### src/rtl/ocp_slave_mem.sv
// Memory-backed OCP slave. It terminates single-request INCR bursts (WR, WRNP, RD) from one
// master against a local word array. Any other command or malformed burst gets one ERR beat.
module ocp_slave_mem #(
  parameter int unsigned TAGI_WIDTH = 5,
  parameter int unsigned INFO_WIDTH = 4,
  parameter int unsigned BLEN_WIDTH = 4,
  parameter int unsigned DATA_WIDTH = 32,
  parameter int unsigned ADDR_WIDTH = 5
) (
  input  logic                    clk,
  input  logic                    rst_n,
  input  logic [ADDR_WIDTH-1:0]   m_addr,
  input  logic [BLEN_WIDTH-1:0]   m_burst_length,
  input  logic [2:0]              m_burst_seq,
  input  logic [DATA_WIDTH/8-1:0] m_byteen,
  input  logic [2:0]              m_cmd,
  input  logic [DATA_WIDTH-1:0]   m_data,
  input  logic [DATA_WIDTH/8-1:0] m_data_byteen,
  input  logic                    m_data_last,
  input  logic [TAGI_WIDTH-1:0]   m_data_tagid,
  input  logic                    m_data_valid,
  input  logic [INFO_WIDTH-1:0]   m_req_info,
  input  logic                    m_resp_accept,
  input  logic [TAGI_WIDTH-1:0]   m_tagid,
  output logic                    s_cmd_accept,
  output logic [DATA_WIDTH-1:0]   s_data,
  output logic                    s_data_accept,
  output logic [1:0]              s_resp,
  output logic                    s_resp_last,
  output logic [TAGI_WIDTH-1:0]   s_tagid
);

  localparam int unsigned NumBytes = DATA_WIDTH / 8;
  localparam int unsigned Depth    = 2 ** ADDR_WIDTH;

  localparam logic [2:0] CmdIdle = 3'd0;
  localparam logic [2:0] CmdWr   = 3'd1;
  localparam logic [2:0] CmdRd   = 3'd2;
  localparam logic [2:0] CmdWrnp = 3'd5;
  localparam logic [2:0] SeqIncr = 3'b000;

  localparam logic [1:0] RespNull = 2'b00;
  localparam logic [1:0] RespDva  = 2'b01;
  localparam logic [1:0] RespErr  = 2'b11;

  localparam logic [BLEN_WIDTH-1:0] BlenOne = BLEN_WIDTH'(1);
  localparam logic [ADDR_WIDTH-1:0] AddrOne = ADDR_WIDTH'(1);

  typedef enum logic [2:0] {StIdle, StWdata, StWresp, StRdresp, StErrresp} state_e;

  state_e                  state_q;
  logic [ADDR_WIDTH-1:0]   addr_q;
  logic [BLEN_WIDTH-1:0]   len_q;
  logic [BLEN_WIDTH-1:0]   cnt_q;
  logic [TAGI_WIDTH-1:0]   tag_q;
  logic [NumBytes-1:0]     byteen_q;
  logic                    is_wrnp_q;
  logic                    err_q;

  logic [DATA_WIDTH-1:0]   mem [Depth];

  logic                    cmd_err;
  logic                    tag_ok;
  logic                    beat_final;
  logic                    beat_err;
  logic                    mem_we;
  logic [ADDR_WIDTH-1:0]   addr_nxt;
  logic [BLEN_WIDTH-1:0]   cnt_nxt;
  logic                    unused_info;

  assign unused_info = ^m_req_info;

  // Zero the byte lanes whose enable is clear.
  function automatic logic [DATA_WIDTH-1:0] lane_mask(input logic [NumBytes-1:0] be);
    logic [DATA_WIDTH-1:0] m;
    m = '0;
    for (int unsigned i = 0; i < NumBytes; i++) begin
      m[8*i +: 8] = {8{be[i]}};
    end
    return m;
  endfunction

  // Request decode and write-beat bookkeeping.
  always_comb begin
    cmd_err    = (m_burst_seq != SeqIncr) || (m_burst_length == '0) ||
                 !((m_cmd == CmdWr) || (m_cmd == CmdWrnp) || (m_cmd == CmdRd));
    addr_nxt   = addr_q + AddrOne;
    cnt_nxt    = cnt_q + BlenOne;
    tag_ok     = (m_data_tagid == tag_q);
    beat_final = (cnt_nxt == len_q);
    // Last flag must coincide exactly with beat number len; early last does not end the burst.
    beat_err   = !tag_ok || (m_data_last != beat_final);
    mem_we     = (state_q == StWdata) && m_data_valid && tag_ok;
  end

  // Byte-lane memory writes; the array itself is never reset.
  always_ff @(posedge clk) begin
    if (mem_we) begin
      for (int unsigned i = 0; i < NumBytes; i++) begin
        if (m_data_byteen[i]) mem[addr_q][8*i +: 8] <= m_data[8*i +: 8];
      end
    end
  end

  // Transaction FSM with registered handshake and response outputs.
  always_ff @(posedge clk or negedge rst_n) begin
    if (!rst_n) begin
      state_q       <= StIdle;
      addr_q        <= '0;
      len_q         <= '0;
      cnt_q         <= '0;
      tag_q         <= '0;
      byteen_q      <= '0;
      is_wrnp_q     <= 1'b0;
      err_q         <= 1'b0;
      s_cmd_accept  <= 1'b0;
      s_data_accept <= 1'b0;
      s_data        <= '0;
      s_resp        <= RespNull;
      s_resp_last   <= 1'b0;
      s_tagid       <= '0;
    end else begin
      unique case (state_q)
        StIdle: begin
          if (!s_cmd_accept) begin
            s_cmd_accept <= 1'b1;
          end else if (m_cmd != CmdIdle) begin
            s_cmd_accept <= 1'b0;
            addr_q       <= m_addr;
            len_q        <= m_burst_length;
            cnt_q        <= '0;
            tag_q        <= m_tagid;
            byteen_q     <= m_byteen;
            is_wrnp_q    <= (m_cmd == CmdWrnp);
            err_q        <= 1'b0;
            if (cmd_err) begin
              state_q     <= StErrresp;
              s_resp      <= RespErr;
              s_resp_last <= 1'b1;
              s_data      <= '0;
              s_tagid     <= m_tagid;
            end else if (m_cmd == CmdRd) begin
              // First read beat appears the cycle after acceptance.
              state_q     <= StRdresp;
              s_resp      <= RespDva;
              s_data      <= mem[m_addr] & lane_mask(m_byteen);
              s_resp_last <= (m_burst_length == BlenOne);
              s_tagid     <= m_tagid;
            end else begin
              state_q       <= StWdata;
              s_data_accept <= 1'b1;
            end
          end
        end
        StWdata: begin
          if (m_data_valid) begin
            addr_q <= addr_nxt;
            cnt_q  <= cnt_nxt;
            err_q  <= err_q | beat_err;
            if (beat_final) begin
              s_data_accept <= 1'b0;
              if (is_wrnp_q) begin
                state_q     <= StWresp;
                s_resp      <= (err_q || beat_err) ? RespErr : RespDva;
                s_resp_last <= 1'b1;
                s_tagid     <= tag_q;
              end else begin
                state_q      <= StIdle;
                s_cmd_accept <= 1'b1;
              end
            end
          end
        end
        StRdresp: begin
          if (m_resp_accept) begin
            if (s_resp_last) begin
              state_q      <= StIdle;
              s_cmd_accept <= 1'b1;
              s_resp       <= RespNull;
              s_resp_last  <= 1'b0;
              s_data       <= '0;
              s_tagid      <= '0;
            end else begin
              addr_q      <= addr_nxt;
              cnt_q       <= cnt_nxt;
              s_data      <= mem[addr_nxt] & lane_mask(byteen_q);
              s_resp_last <= ((cnt_nxt + BlenOne) == len_q);
            end
          end
        end
        StWresp, StErrresp: begin
          if (m_resp_accept) begin
            state_q      <= StIdle;
            s_cmd_accept <= 1'b1;
            s_resp       <= RespNull;
            s_resp_last  <= 1'b0;
            s_data       <= '0;
            s_tagid      <= '0;
          end
        end
        default: state_q <= StIdle;
      endcase
    end
  end

endmodule

### config.mk
export PLATFORM = sky130hd
export DESIGN_NAME = ocp_slave_mem
export DESIGN_NICKNAME = d
export VERILOG_FILES = /design/src/rtl/ocp_slave_mem.sv
export SDC_FILE = /design/constraint.sdc
export NUM_CORES = 1
export LEC_CHECK = 0
export ABC_AREA = 1
export BUFFER_PORTS_ARGS = -buffer_cell sky130_fd_sc_hd__buf_2
export CELL_PAD_IN_SITES_DETAIL_PLACEMENT = 1
export CELL_PAD_IN_SITES_GLOBAL_PLACEMENT = 1
export CORE_UTILIZATION = 49
export DETAILED_ROUTE_END_ITERATION = 16
export GPL_ROUTABILITY_DRIVEN = 1
export PLACE_DENSITY_LB_ADDON = 0.12
export SETUP_SLACK_MARGIN = 0.2
export SYNTH_ARGS = -nofsm -noshare
export SYNTH_HDL_FRONTEND = slang
export SYNTH_SLANG_ARGS = --single-unit
### constraint.sdc
create_clock -name clk -period 3.1 [get_ports clk]
set_input_delay 0.31 -clock clk [delete_from_list [all_inputs] [get_ports clk]]
set_output_delay 0.31 -clock clk [all_outputs]
set_load 0.01 [all_outputs]
# --- Yosys cells after proc, flatten, opt, wreduce, memory -nomap -nowiden ---
# Memory sizes are Yosys's and may differ from the RTL's.
# Cells that the tools add are included.
word_totals:
  latchBits: 0
  mem_count: 1
  ram_bits: 1024
  regBits: 69
  mem_bits_ro: 0
  elab_cells: 171
  output_inout_bits: 42
mem_list:
  columns: ["name", "depth", "word_bits", "read_ports", "rd_ports_with_merged_regs", "write_ports", "line", "text"]
  rows:
  - ["mem", 32, 32, 2, 0, 1, "60", "logic [DATA_WIDTH-1:0] mem [Depth];"]
classes:
  mux: 97
  bitwise_logic: 3
  addsub: 3
  eq_ne: 25
  mul: 0
  div: 0
  shifts: 0
  order_cmp: 0
  n_reduce_logical: 28
ops:
  columns: ["operator", "count"]
  rows:
  - ["$mux 32", 7]
  - ["$pmux 32 s3", 1]
  - ["$mux 5", 15]
  - ["$and 32x32->32", 2]
  - ["$mux 1", 39]
  - ["$mux 2", 13]
  - ["$mux 3", 8]
  - ["$ne 2x2->1 const B", 12]
  - ["$reduce_and 7->1", 3]
  - ["$mux 4", 5]
  - ["$pmux 5 s4", 1]
  - ["$pmux 5 s3", 1]
  - ["$pmux 3 s4", 1]
  - ["$pmux 4 s3", 1]
  - ["$reduce_and 6->1", 2]
  - ["$reduce_bool 3->1", 4]
  - ["$reduce_and 10->1", 1]
  - ["$eq 3x2->1 const B", 3]
  - ["$reduce_and 9->1", 1]
  - ["$add 4x1->4 const B", 2]
  - ["$eq 4x4->1", 2]
  - ["$pmux 1 s4", 2]
  - ["$pmux 2 s4", 1]
  - ["$eq 3x1->1 const B", 2]
  - ["other kinds (18)", 27]

# --- Depth between registers and ports, before layout ---
logic_depth:
  word_depth: 10
  ltp_mapped: 17
  mapped_depth_nobuf: 13

# --- Worst setup path after synthesis ---
# No wires, ideal clock.
synth_timing:
  path_kind: "register -> register"
  start: "reg addr_q[0]"
  end: "reg s_data[0]"
  setup_ns: 0.117
  n_path_buf: 5
  slack_ns: 0.537
  t_arrival_ns: 2.446
  path_stages_with_launch: 18
  required_ns: 2.983
  path_cell_list: "dfrtp_1 inv_2 buf_2 buf_1 ha_1 clkbuf_1 clkinv_1 buf_2 clkbuf_1 nand3_1 nand3_1 nand2_1 nand2_1 nand3_1 nand3_1 nand2_1 nand2_1 nand2_1"
synth_between:
  elab_chain_cells: 6
synth_lines:
  columns: ["element", "line", "text"]
  rows:
  - ["from (decl)", "52", "logic [ADDR_WIDTH-1:0] addr_q;"]
  - ["from (signal assigned)", "129", "addr_q <= m_addr;"]
  - ["from (signal assigned)", "157", "addr_q <= addr_nxt;"]
  - ["from (signal assigned)", "184", "addr_q <= addr_nxt;"]
  - ["$add 5x1->5", "87", "addr_nxt = addr_q + AddrOne;"]
  - ["$mem_v2 32x32", null, null]
  - ["$and 32x32->32", "186", "s_data <= mem[addr_nxt] & lane_mask(byteen_q);"]
  - ["$mux 32", "176", "if (s_resp_last) begin"]
  - ["$mux 32", "175", "if (m_resp_accept) begin"]
  - ["$pmux 32 s3", "123", "unique case (state_q)"]
  - ["to (signal assigned)", "146", "s_data <= mem[m_addr] & lane_mask(m_byteen);"]
  - ["to (signal assigned)", "186", null]
  - ["to (decl)", "26", "output logic [DATA_WIDTH-1:0] s_data,"]
# Every way passes these cells. The select of a mux whose other input is x is not followed.
# A chain may end at the register's enable or synchronous reset.

# --- Worst setup path after layout ---
layout_timing:
  start: "reg addr_q[0]"
  end: "reg s_data[27]"
# The elaborated chain is that of the path after synthesis.

==> impl_metrics.json <==
{
  "worst_path_most_repeated_cell": "nand2_1",
  "synthFlopType": "edfxtp_1",
  "layout_common_cells": "nand2_1 (2,757), nand3_1 (1,522), edfxtp_1 (1,024)",
  "holdCritStartpoint": "m_data[15]",
  "violations": "max-slew violations",
  "yosys.area.top_type": "edfxtp_1",
  "synthesis.area_sq_um": 56970,
  "peakVddDrop_uv": 1533,
  "die-area_sq_um": 117600,
  "crit_path_top_delay_cell": "dfrtp_4",
  "p_per_area_nw_per_um2": 845.5,
  "die_w_um": 343.0,
  "cts_num_sinks": 1093,
  "fmax_mhz": 329.7,
  "synth_seq_area_share": 0.5700,
  "cp-start-kind": "register",
  "timing.final.ws_setup_ns": 0.06728,
  "path_cells": "buf_12 > nand2_1 > nand3_1 > nand3_1 > nand2_1 > nand2_1 > nand3_1 > nand3_1 > nand2_1 > nand2_1 > nand2_1",
  "post-cts-setup-buffers": 0,
  "rsz0062_at_grt": "yes",
  "finalHoldViolations": 0,
  "synth_cell_types": 34,
  "required_ns": 3.77,
  "area_growth_pct": 12.67,
  "antenna_found_initial": 16,
  "routed_wl_mm": 218.9,
  "synth_edf_count": 1024,
  "max_cap_viol_count": 0,
  "synthTopCellsByArea": "edfxtp_1 (54%), nand2_1 (18%), nand3_1 (13%)",
  "r2r-start": "addr_q[0]$_DFFE_PN0P_",
  "drt_iter0_markers": 4959,
  "root_buffer": "clkbuf_16",
  "fp.dieH_um": 343.0,
  "via_per_inst": 6.068,
  "drv_slew": 60,
  "first_pass_iters": 6,
  "drc_errors": 0,
  "drive_gt1_frac": 0.08074,
  "globalRouteTotalUtil": 0.3674,
  "preCtsSetupSlack_ns": 0.1999,
  "max_stage_delay_ns": 0.55,
  "leakagePower_nw": 27.23,
  "critPathBufInv": 1,
  "ys_seq_elements": 1093,
  "postSynthAreaPerCell_sq_um": 8.365,
  "synth_nets": 6891,
  "design_area_sq_um": 64190,
  "htree_num_levels": 3,
  "antenna_left": 0,
  "reg2reg_slack_ns": 0.07,
  "final_common_cell": "nand2_1",
  "core_sq_um": 114800,
  "tns_ns": 0,
  "pin_count": 116,
  "initial_utilization": 0.4963,
  "clk_pin_slew_worst_paths_ns": 0.06,
  "hold_path_class": "input port to register",
  "slew-limit-headroom": -0.05941,
  "grt_max_degree": 214,
  "yosys_warnings": 0,
  "synthCells": 6811,
  "worstPathMaxFanout": 213,
  "cts_inserted_buffers": 120,
  "nets": 6922,
  "grt_pass1_wl_mm": 321.5,
  "grt_pass1_vias": 52990,
  "period_minus_slack_ns": 3.033,
  "place_area_sq_um": 59930,
  "tightest_slew_ns": 1.589,
  "cts.path.max_buffers": 3,
  "wl_per_cell_um": 25.85,
  "cp-startpoint": "addr_q[0]$_DFFE_PN0P_",
  "path_class": "register to register",
  "crit_family": "simple AND/OR/NAND/NOR gates",
  "portBuffers": 111,
  "gp_congestion": 0.8754,
  "gr-total-overflow": 0,
  "status": "finished with violations",
  "setup_viol": 0,
  "rows": 124,
  "endpoint_kind": "register",
  "skew_ns": 0.04009,
  "cp.arrival_ns": 3.70,
  "synth_top_area_frac": 0.5397,
  "cts_tree": "yes",
  "vias": 51390,
  "clk_latency_ns": 0.75,
  "min_period_over_period": 0.9783,
  "hpwl_mm": 126.0,
  "async_flop_share": 0.06313
}
flip-flops by register name (all words and copies together), names as in the netlist:
signal / count
addr_q: 5
byteen_q: 4
cnt_q: 4
err_q: 1
is_wrnp_q: 1
len_q: 4
mem: 1024
s_cmd_accept: 1
s_data: 32
s_data_accept: 1
s_resp: 2
s_resp_last: 1
s_tagid: 5
state_q: 3
tag_q: 5
Yosys cell counts, types with 3 or more instances:
cell,instances
nand2_1,2759
nand3_1,1522
edfxtp_1,1024
inv_1,504
buf_2,251
nor2_1,214
clkbuf_1,150
o211ai_1,140
dfrtp_1,69
o21ai_0,60
buf_1,59
inv_2,7
ha_1,6
xor2_1,6
a21oi_1,4
clkinv_1,4
nand4_1,4
buf_6,3
o21ai_1,3
power breakdown:
part	switching [W]	leakage, nW	internal [W]
Combinational	0.0169	15.2	0.00623
Clock	0.00620	1.93	0.00838
Sequential	0.000215	10.1	0.0164
worst paths after layout:
kind	cells after the start	endpoint
min	1	mem[5][15]$_DFFE_PP_
min reg2reg	2	s_data[23]$_DFFE_PN0P_
min in group asynchronous	2	tag_q[4]$_DFFE_PN0P_
max in group asynchronous	2	addr_q[0]$_DFFE_PN0P_
max reg2reg	11	s_data[27]$_DFFE_PN0P_
max	11	s_data[27]$_DFFE_PN0P_
stage by stage:
stage / power, W / hold WS (ns) / cells / utilization
6_report: 0.05428 / 0.1128 / 8469 / 0.5591
5_1_grt: 0.05625 / 0.1129 / 8467 / 0.5591
4_1_cts: 0.05346 / 0.07252 / 8457 / 0.5580
3_5_place_dp: 0.03887 / 0.4448 / 8212 / 0.5220
3_3_place_gp: 0.03848 / 0.4306 / 8212 / 0.5220
2_1_floorplan: 0.03040 / 0.01441 / 6811 / -
metal layers:
| metal | vias to the layer above | GRT usage | part of all wire |
|---|---|---|---|
| li1 | 22660 | - | - |
| met5 | - | 0 | 0.00024 |
| met4 | 10 | 0.1849 | 0.052 |
| met2 | 2428 | 0.6107 | 0.47 |
| met3 | 641 | 0.06787 | 0.089 |
| met1 | 25650 | 0.4595 | 0.38 |
cell type report:
type                            count  area (sq um)
Timing Repair Buffer              373          3332
Clock buffer                      157          3263
Multi-Input combinational cell   4739         20540
Fill cell                       13470         50620
Antenna cell                        9         22.52
Clock inverter                     71         688.2
Sequential cell                  1093         32480
Tap cell                         1512          1892
Inverter                          515          1974
cells by family after synthesis:
| group | after synthesis | share of synthesized area |
|---|---|---|
| xor gates and xnor gates | 7 | 0.001076 |
| DFF | 1093 | 0.5700 |
| adders and majority gates | 6 | 0.001318 |
| and+or+nand+nor | 4512 | 0.3319 |
| buffers and inverters | 979 | 0.07047 |
| AOI/OAI and AO/OA | 214 | 0.02521 |
what timing repair did:
item                       4_1_cts  5_1_grt
gates resized for setup          2       11
hold endpoints to repair        71        0
gates cloned                     0        3
setup endpoints to repair       21      179
hold buffers                    17        0
pin swaps                        0        0
(Power assumes the default switching activity.)
